<file path="config.mk">
export PLATFORM = sky130hd
export DESIGN_NAME = seq_trace_readback
export DESIGN_NICKNAME = d
export VERILOG_FILES = /design/src/rtl/seq_trace_readback.sv
export SDC_FILE = /design/constraint.sdc
export NUM_CORES = 1
export LEC_CHECK = 0
export ABC_AREA = 1
export ABC_CLOCK_PERIOD_IN_PS = 2550
export CAP_MARGIN = 0
export CORE_MARGIN = 2
export CORE_UTILIZATION = 35
export CTS_CLUSTER_SIZE = 8
export DETAILED_ROUTE_END_ITERATION = 10
export SLEW_MARGIN = 20
export SYNTH_ARGS = -nofsm -noshare
export SYNTH_HDL_FRONTEND = slang
export SYNTH_SLANG_ARGS = --single-unit
</file>
<file path="constraint.sdc">
create_clock -name clk -period 2.55 [get_ports clk]
set_input_delay 0.765 -clock clk [delete_from_list [all_inputs] [get_ports clk]]
set_output_delay 0.765 -clock clk [all_outputs]
set_load 0.02 [all_outputs]
</file>
<file path="src/rtl/seq_trace_readback.sv">
// Trace buffer for the sequencer's config words: captures one 64-word run after
// the falling edge of seq_en, then streams it back high byte first over valid/ready.
module seq_trace_readback #(
    parameter int ADDR_W = 6,
    parameter int WORD_W = 16
) (
    input  logic              clk,
    input  logic              rst,
    input  logic              seq_en,
    input  logic [WORD_W-1:0] cfg_in,
    input  logic              cap_arm,
    input  logic              rd_req,
    output logic [7:0]        byte_out,
    output logic              byte_valid,
    input  logic              byte_ready,
    output logic              busy,
    output logic              full,
    output logic              done,
    output logic [ADDR_W:0]   word_cnt
);

    localparam int DEPTH = 1 << ADDR_W;

    typedef enum logic [2:0] {
        S_IDLE,
        S_ARMED,
        S_CAPTURE,
        S_FULL,
        S_READ
    } state_t;

    state_t state_reg, state_next;

    logic              seq_en_reg;
    logic [WORD_W-1:0] trace_mem [DEPTH];
    logic [WORD_W-1:0] rd_data_reg;
    logic [ADDR_W-1:0] rd_addr_reg;
    logic [7:0]        lo_reg;
    logic [ADDR_W:0]   byte_idx_reg;

    logic seq_fall;
    logic handshake;
    logic last_byte;
    logic cap_we;
    logic cnt_clr;
    logic load_first;

    assign seq_fall  = seq_en_reg & ~seq_en;
    assign handshake = byte_valid & byte_ready;
    assign last_byte = handshake & (&byte_idx_reg);

    always_ff @(posedge clk or posedge rst) begin
        if (rst) begin
            state_reg <= S_IDLE;
        end else begin
            state_reg <= state_next;
        end
    end

    always_comb begin
        state_next = state_reg;
        cap_we     = 1'b0;
        cnt_clr    = 1'b0;
        load_first = 1'b0;
        busy       = 1'b0;
        full       = 1'b0;
        case (state_reg)
            S_IDLE: begin
                if (cap_arm) begin
                    state_next = S_ARMED;
                    cnt_clr    = 1'b1;
                end
            end
            S_ARMED: begin
                busy = 1'b1;
                // The falling-edge cycle itself supplies word 0.
                if (seq_fall) begin
                    cap_we     = 1'b1;
                    state_next = S_CAPTURE;
                end
            end
            S_CAPTURE: begin
                busy   = 1'b1;
                cap_we = 1'b1;
                if (&word_cnt[ADDR_W-1:0]) begin
                    state_next = S_FULL;
                end
            end
            S_FULL: begin
                full = 1'b1;
                if (rd_req) begin
                    state_next = S_READ;
                end else if (cap_arm) begin
                    state_next = S_ARMED;
                    cnt_clr    = 1'b1;
                end
            end
            S_READ: begin
                busy       = 1'b1;
                load_first = ~byte_valid;
                if (last_byte) begin
                    state_next = S_IDLE;
                end
            end
            default: state_next = S_IDLE;
        endcase
    end

    // Address is parked at 0 outside READ so word 0 is already on rd_data_reg
    // when readback starts; later words are fetched one byte ahead of use.
    always_ff @(posedge clk) begin
        if (cap_we) begin
            trace_mem[word_cnt[ADDR_W-1:0]] <= cfg_in;
        end
        rd_data_reg <= trace_mem[rd_addr_reg];
    end

    always_ff @(posedge clk or posedge rst) begin
        if (rst) begin
            seq_en_reg   <= 1'b0;
            word_cnt     <= '0;
            byte_out     <= '0;
            byte_valid   <= 1'b0;
            done         <= 1'b0;
            rd_addr_reg  <= '0;
            lo_reg       <= '0;
            byte_idx_reg <= '0;
        end else begin
            seq_en_reg <= seq_en;
            done       <= 1'b0;

            if (cnt_clr) begin
                word_cnt <= '0;
            end else if (cap_we) begin
                word_cnt <= word_cnt + 1'b1;
            end

            if (state_reg != S_READ) begin
                rd_addr_reg <= '0;
            end else if (load_first) begin
                byte_out     <= rd_data_reg[WORD_W-1:8];
                lo_reg       <= rd_data_reg[7:0];
                byte_valid   <= 1'b1;
                byte_idx_reg <= '0;
                rd_addr_reg  <= rd_addr_reg + 1'b1;
            end else if (handshake) begin
                byte_idx_reg <= byte_idx_reg + 1'b1;
                if (last_byte) begin
                    byte_valid <= 1'b0;
                    done       <= 1'b1;
                end else if (!byte_idx_reg[0]) begin
                    byte_out <= lo_reg;
                end else begin
                    byte_out    <= rd_data_reg[WORD_W-1:8];
                    lo_reg      <= rd_data_reg[7:0];
                    rd_addr_reg <= rd_addr_reg + 1'b1;
                end
            end
        end
    end

endmodule

</file>
==> impl_results.md, run 1 <==
* Via count of the first global-routing pass at 30.24k
* Post-synth top flop: edfxtp_1
* Ys Warns at 0
* Worst Tran Pin Value at 779.9 ps
* Setup violations, final at 0
* Min Tclk post-route at 2505 ps
* Largest register FFs at 1,024
* H-tree Lvls at 4
* Routed vias/inst at 5.056
* Commonest non-fill, non-tap cell in the layout: edfxtp_1
* R2R setup slack at 90 ps
* RSZ-0062 raised after global routing: no
* Peak supply drop at 0.7752 mV
* First-pass GRT wire length at 197.1 mm
* CP bufs+invs at 1
* Fmax at 399.2 MHz
* NumNets Final at 4,462
* Avg Inst Size Synth at 10.91 um^2
* Max Cap Viol at 0
* All-layer global routing usage at 0.1979
* Dpl hpwl at 82.39 mm
* Distinct cells, synth at 43
* Sw frac at 0.2410
* Critical path launch point type: flop
* Layout cell share with drive strength beyond 1 at 0.1149
* Commonest non-fill, non-tap cells in the layout: edfxtp_1, nand2_1, nand3_1, inv_1, clkbuf_16
* Iteration-0 DRC Markers at 4,607
* Critical Path AT at 1740 ps
* Worst-path clk slew at 50 ps
* P&R area growth vs syn at 17.69%
* Cell Rows at 133
* FFs w/ async S/R, synth at 0.03882
* Inserted Clock Buffers at 153
* Post-Syn Nets at 4,272
* Xor/xnor share of the synthesized area at 0.0005670
* Leak pwr at 21.51 nW
* CP max stage delay at 620 ps
* Synth Instances at 4,247
* Overflow after GRT at 0
* Hold Slack at 426.4 ps
* DIE HEIGHT at 367.9 um
* Fin. max-slew vios at 0
* Routability cong. at 0.9361
* Setup_tns at 0 ps
* Seq pwr share at 0.478
* Adder-cell area share of the yosys netlist at 0.0008100
* Largest net degree at the start of global routing at 117
* CTS tree: yes
* Worst reg2reg path depth at 6
* Top delay family on crit path: buffers and inverters
* IO Port Bufs at 40
* Critical path capture point type: primary output
* Outcome: completed
* Initial antenna violation count at 5
* Drt drc at 0
* Dpl ws at -357.4 ps
* Synthesized cell area at 46,340 um^2
* Hold_sp: cfg_in[8]
* Compound-Gate Fraction of Synth Area at 0.02193
* Simple-Gate Fraction of Synth Area at 0.2038
* Hold path depth at 1
* Final Skew at 27.52 ps
* Worst Path Required at 1790 ps
* Crit-path max FO at 2
* Clock network power share at 0.428
* Fraction of the cycle the final worst path needs at 0.9823
* Tightest Hold Check Type: input port to flop
* Post-synthesis mux area share at 0
* Initial core utilization at 0.3525
* Root buffer cell: clkbuf_16
* Die extent in x at 367.9 um
* Psw at 10.25 mW
* Clock tree buffer depth at 3
* Yosys reg bits at 1,082
* Post-cts hold buffer count at 0
* Core area at 131,500 um^2
* WL per Instance at 21.73 um
* EDFF count, synth at 1,024
* Pint at 32.28 mW
* Worst Hold Path EP: trace_mem[17][8]
* Fin worst setup slack at 45.11 ps
* Final Power at 42.53 mW
* WL final at 135.5 mm
* Kind of critical path: flop to primary output
* Largest family of logic cells by synthesized area: simple AND/OR/NAND/NOR gates
* Worst rel slew slack at 0.4801
* CP cell instances: clkdlybuf4s50_1
* Final ANT Viol Nets at 0
* I/O pins at 41
* Worst flop-to-flop path endpoint: trace_mem[23][1]
* Pre-antenna DRT Iters at 7
* Combinational Power Share at 0.095
* Reg2reg start: word_cnt[1]
* Via count at 31.53k
* Clk_lat worst skew at 750 ps
* Clock sink count at 1,082
* Final hold violations at 0
* Die Area at 135,300 um^2
* Share of the yosys chip area belonging to registers at 0.6932
* Worst path slowest cell: clkdlybuf4s50_1
* Pwr dens at 779.8 nW/um^2
-- area by class of cell --
class,count,area (um^2)
timing repair buffer,264,2908
multi-input combinational,2272,10570
sequential,1082,32140
antenna,1,2.502
fill,12370,76930
clock inverter,9,122.6
tap,1755,2196
clock buffer,190,4074
inverter,664,2517
-- per-stage QoR --
step | instances | instance area [um^2] | util
floorplan | 4247 | 46340 | -
global placement | 6036 | 50300 | 0.3826
detailed placement | 6036 | 50300 | 0.3826
CTS | 6236 | 54520 | 0.4147
global route | 6236 | 54530 | 0.4148
finish | 6237 | 54530 | 0.4148
-- worst max path at each step --
stage / slack, ps / to / from / cells after the start
after floorplan: -310 / trace_mem[47][0] / seq_en / 5
after global placement: -380 / trace_mem[23][3] / seq_en / 9
after detailed placement: -360 / trace_mem[23][3] / seq_en / 9
after CTS: -90 / busy / state_reg[2] / 4
after global routing: 2 / byte_out[3] / byte_out[3] / 1
final: 50 / byte_out[0] / byte_out[0] / 1
-- synth_stat cells, types with 2 or more instances --
library cell	n	area, um^2
buf_2	94	470.5
clkinv_1	2	7.510
nor3_1	6	30.03
nand4_1	3	18.77
buf_4	41	307.8
o21ai_0	28	140.1
nor3_2	4	40.04
inv_1	657	2466
buf_1	22	82.58
xor2_1	3	26.28
ha_1	3	37.54
nand2_4	2	22.52
nand2_1	1010	3791
dfrtp_1	42	1051
clkbuf_1	63	236.5
nand3_1	836	4184
or2_2	55	344.1
nor2_1	113	424.2
dfxtp_1	16	320.3
inv_2	4	15.01
edfxtp_1	1024	30750
nand2_2	5	31.28
o21ai_2	2	17.52
nand3_2	4	40.04
a21oi_1	16	80.08
o31ai_2	2	25.02
buf_6	9	101.4
o21ai_1	9	45.04
o21bai_1	2	15.01
o211ai_1	81	608.1
o31ai_1	6	45.04
or2_1	72	450.4
-- repair_timing --
item | 4_1_cts | 5_1_grt
endpoints found under the setup margin | 12 | 3
pin swaps | 1 | 0
setup buffers | 1 | 0
gates cloned | 0 | 0
resized for setup | 25 | 11
-- power groups by stage --
stage	logic, mW	registers [mW]	clock network, mW
4_1_cts	3.98	20.3	18.5
2_1_floorplan	1.92	20.6	0
5_1_grt	4.31	20.3	19.2
3_3_place_gp	3.93	20.6	0
6_report	4.03	20.3	18.2
3_5_place_dp	3.96	20.6	0
-- logic make-up (layout without fill, tap and decap cells) --
family / after synthesis / after routing
other: 0 / 1
buffers and inverters: 893 / 1127
and+or+nand+nor: 2116 / 2116
adders and majority gates: 3 / 3
DFF: 1082 / 1082
AOI/OAI and AO/OA: 150 / 150
xor gates and xnor gates: 3 / 3
-- layer usage --
layer	track usage	vias up	share of wire
li1	-	14500	-
met1	0.2793	15230	0.43
met2	0.3064	1573	0.45
met3	0.03336	232	0.088
met4	0.07308	2	0.032
met5	0	-	0.000096
No activity file was read; power rests on OpenSTA's default activity.
==> run 2: changes to the inputs <==
--- a/config.mk
+++ b/config.mk
@@ -8,11 +8,9 @@
 export ABC_AREA = 1
 export ABC_CLOCK_PERIOD_IN_PS = 2550
 export CAP_MARGIN = 0
-export CORE_MARGIN = 2
 export CORE_UTILIZATION = 35
 export CTS_CLUSTER_SIZE = 8
 export DETAILED_ROUTE_END_ITERATION = 10
-export SLEW_MARGIN = 20
 export SYNTH_ARGS = -nofsm -noshare
 export SYNTH_HDL_FRONTEND = slang
 export SYNTH_SLANG_ARGS = --single-unit
==> impl_results.md, run 2 (synthesis gave the netlist of run 1 again) <==
* Cell Rows at 133 (unchanged)
* Commonest non-fill, non-tap cell in the layout: edfxtp_1
* H-tree Lvls at 4 (unchanged)
* Worst rel slew slack at 0.4758 (-0.004314)
* Commonest non-fill, non-tap cells in the layout: edfxtp_1, nand2_1, nand3_1, inv_1, clkbuf_16
* Register area at 32,140 um^2 (about the same)
* Final hold violations at 0 (unchanged)
* Critical path capture point type: primary output
* Critical Path AT at 1740 ps (about the same)
* Layout fillers at 12.38k (+0.081%)
* Cell Area, Placed at 50,510 um^2 (+0.41%)
* Fraction of the cycle the final worst path needs at 0.9833 (+0.001008)
* Largest net degree at the start of global routing at 80 (-32%)
* Dpl hpwl at 87.06 mm (+5.7%)
* Fin worst setup slack at 42.54 ps (-2.570 ps)
* Peak supply drop at 0.6735 mV (-13%)
* Combinational Power Share at 0.097 (+0.002)
* WL per Instance at 21.95 um (+1.0%)
* Routability cong. at 0.9564 (+2.2%)
* Worst-path clk slew at 50 ps (about the same)
* NumNets Final at 4,463 (+0.022%)
* Via count of the first global-routing pass at 30.97k (+2.4%)
* Post-cts hold buffer count at 0 (unchanged)
* Kind of critical path: flop to primary output
* Clock sink count at 1,082 (unchanged)
* Layout cell share with drive strength beyond 1 at 0.1147 (-0.0002488)
* Initial core utilization at 0.3525 (unchanged)
* Fmax at 398.8 MHz (-0.10%)
* Root buffer cell: clkbuf_16
* CP bufs+invs at 1 (unchanged)
* Reg2reg start: rd_addr_reg[0]
* Tightest Hold Check Type: input port to async pin
* Overflow after GRT at 0 (unchanged)
* Initial antenna violation count at 3 (-2)
* Worst path slowest cell: clkdlybuf4s50_1
* Die extent in x at 365.9 um (-0.54%)
* Routed vias/inst at 5.075 (+0.39%)
* Pwr dens at 775.5 nW/um^2 (-0.56%)
* Max Cap Viol at 0 (unchanged)
* Largest register FFs at 1,024 (unchanged)
* Outcome: completed
* Psw at 10.34 mW (+0.84%)
* Worst flop-to-flop path endpoint: rd_data_reg[1]
* Inserted Clock Buffers at 153 (unchanged)
* Pre-antenna DRT Iters at 6 (-1)
* Clock network power share at 0.425 (-0.003)
* Dpl ws at -404.6 ps (-47.11 ps)
* RSZ-0062 raised after global routing: no
* Worst Path Required at 1790 ps (about the same)
* Setup violations, final at 0 (unchanged)
* Final ANT Viol Nets at 0 (unchanged)
* Final instance area at 54,730 um^2 (+0.36%)
* Seq pwr share at 0.478 (about the same)
* WL final at 136.9 mm (+1.0%)
* I/O pins at 41 (unchanged)
* Final Skew at 21.71 ps (-5.814 ps)
* First-pass GRT wire length at 199.4 mm (+1.2%)
* Die Area at 133,900 um^2 (-1.1%)
* All-layer global routing usage at 0.2026 (+0.004619)
* Critical path launch point type: flop
* Min Tclk post-route at 2507 ps (+2.570 ps)
* CP max stage delay at 620 ps (about the same)
* Clock tree buffer depth at 3 (unchanged)
* R2R setup slack at 220 ps (+130 ps)
* P&R area growth vs syn at 18.11%
* DIE HEIGHT at 365.9 um (-0.54%)
* CP cell instances: clkdlybuf4s50_1
* Pint at 32.11 mW (-0.53%)
* Setup_tns at 0 ps (unchanged)
* Final Power at 42.44 mW (-0.20%)
* Top delay family on crit path: buffers and inverters
* Worst reg2reg path depth at 9 (+3)
* Fin. max-slew vios at 0 (unchanged)
* Sw frac at 0.2435 (+0.002508)
* IO Port Bufs at 40 (unchanged)
* CTS tree: yes
* Worst Tran Pin Value at 786.4 ps (+6.470 ps)
* Leak pwr at 21.56 nW (+0.25%)
* Via count at 31.67k (+0.42%)
* Drt drc at 0 (unchanged)
* Iteration-0 DRC Markers at 3,851 (-16%)
* Multi-input logic area at 10,570 um^2 (about the same)
* Core area at 131,500 um^2 (unchanged)
* Crit-path max FO at 2 (unchanged)
* Clk_lat worst skew at 740 ps (about the same)
## run 2: cell types whose count changed in the layout (fill, tap and decap cells not counted), moves of 3 or more
| cell | delta |
|---|---|
| inv_6 | +3 |
| buf_12 | +16 |
| clkbuf_16 | -4 |
| clkbuf_1 | -3 |
| buf_4 | -14 |
## run 2: area by class of cell
| cell class | instances | area share |
|---|---|---|
| clock inverter | 15 | 0.003704 |
| sequential | 1082 | 0.5873 |
| tap | 1755 | 0.04012 |
| inverter | 664 | 0.04595 |
| timing repair buffer | 265 | 0.05718 |
| antenna | 2 | 0.00009145 |
| multi-input combinational | 2272 | 0.1930 |
| clock buffer | 184 | 0.07265 |
## run 2: per-layer routing
metal,up-vias,global-route usage,part of all wire
met4,0,0.07724,0.036
met3,291,0.03123,0.077
met5,-,0,0
li1,14520,-,-
met1,15430,0.2764,0.42
met2,1429,0.3249,0.47
## run 2: worst max-delay path by stage
stage | start | endpoint | cells after the start | slack, ps
floorplan | seq_en | trace_mem[47][0] | 5 | -310
global placement | seq_en | trace_mem[3][15] | 8 | -410
detailed placement | seq_en | trace_mem[3][6] | 8 | -400
CTS | state_reg[0] | full | 3 | -30
global route | byte_out[1] | byte_out[1] | 1 | 2
finish | byte_out[3] | byte_out[3] | 1 | 40
## run 2: power by group through the flow
stage          registers [mW]  clock network [mW]  logic (mW)
2_1_floorplan            20.6                   0        1.92
3_3_place_gp             20.6                   0        3.99
3_5_place_dp             20.6                   0        4.02
4_1_cts                  20.3                18.3        4.03
5_1_grt                  20.3                19.1        4.41
6_report                 20.3                18.1        4.11
## run 2: metrics by stage
step,utilization,std cells,hold WS (ps)
5_1_grt,0.4163,6237,349.1
3_3_place_gp,0.3842,6037,424.1
6_report,0.4163,6239,304.2
3_5_place_dp,0.3842,6037,424.2
4_1_cts,0.4160,6236,286.2
2_1_floorplan,-,4247,411.0
## run 2: repair_timing
action	in CTS	in global routing
gates resized for setup	23	7
setup buffers	0	1
cloned	0	0
setup endpoints to repair	10	4
## run 2: worst reg2reg max path, cell delays in order (launching register included)
cell and delay, ps:
dfrtp_4 550, buf_12 210, buf_4 270, or2_1 240, nand3_1 70, nand3_1 70
nand3_1 150, nand3_1 210, nand3_1 310, nand2_1 130
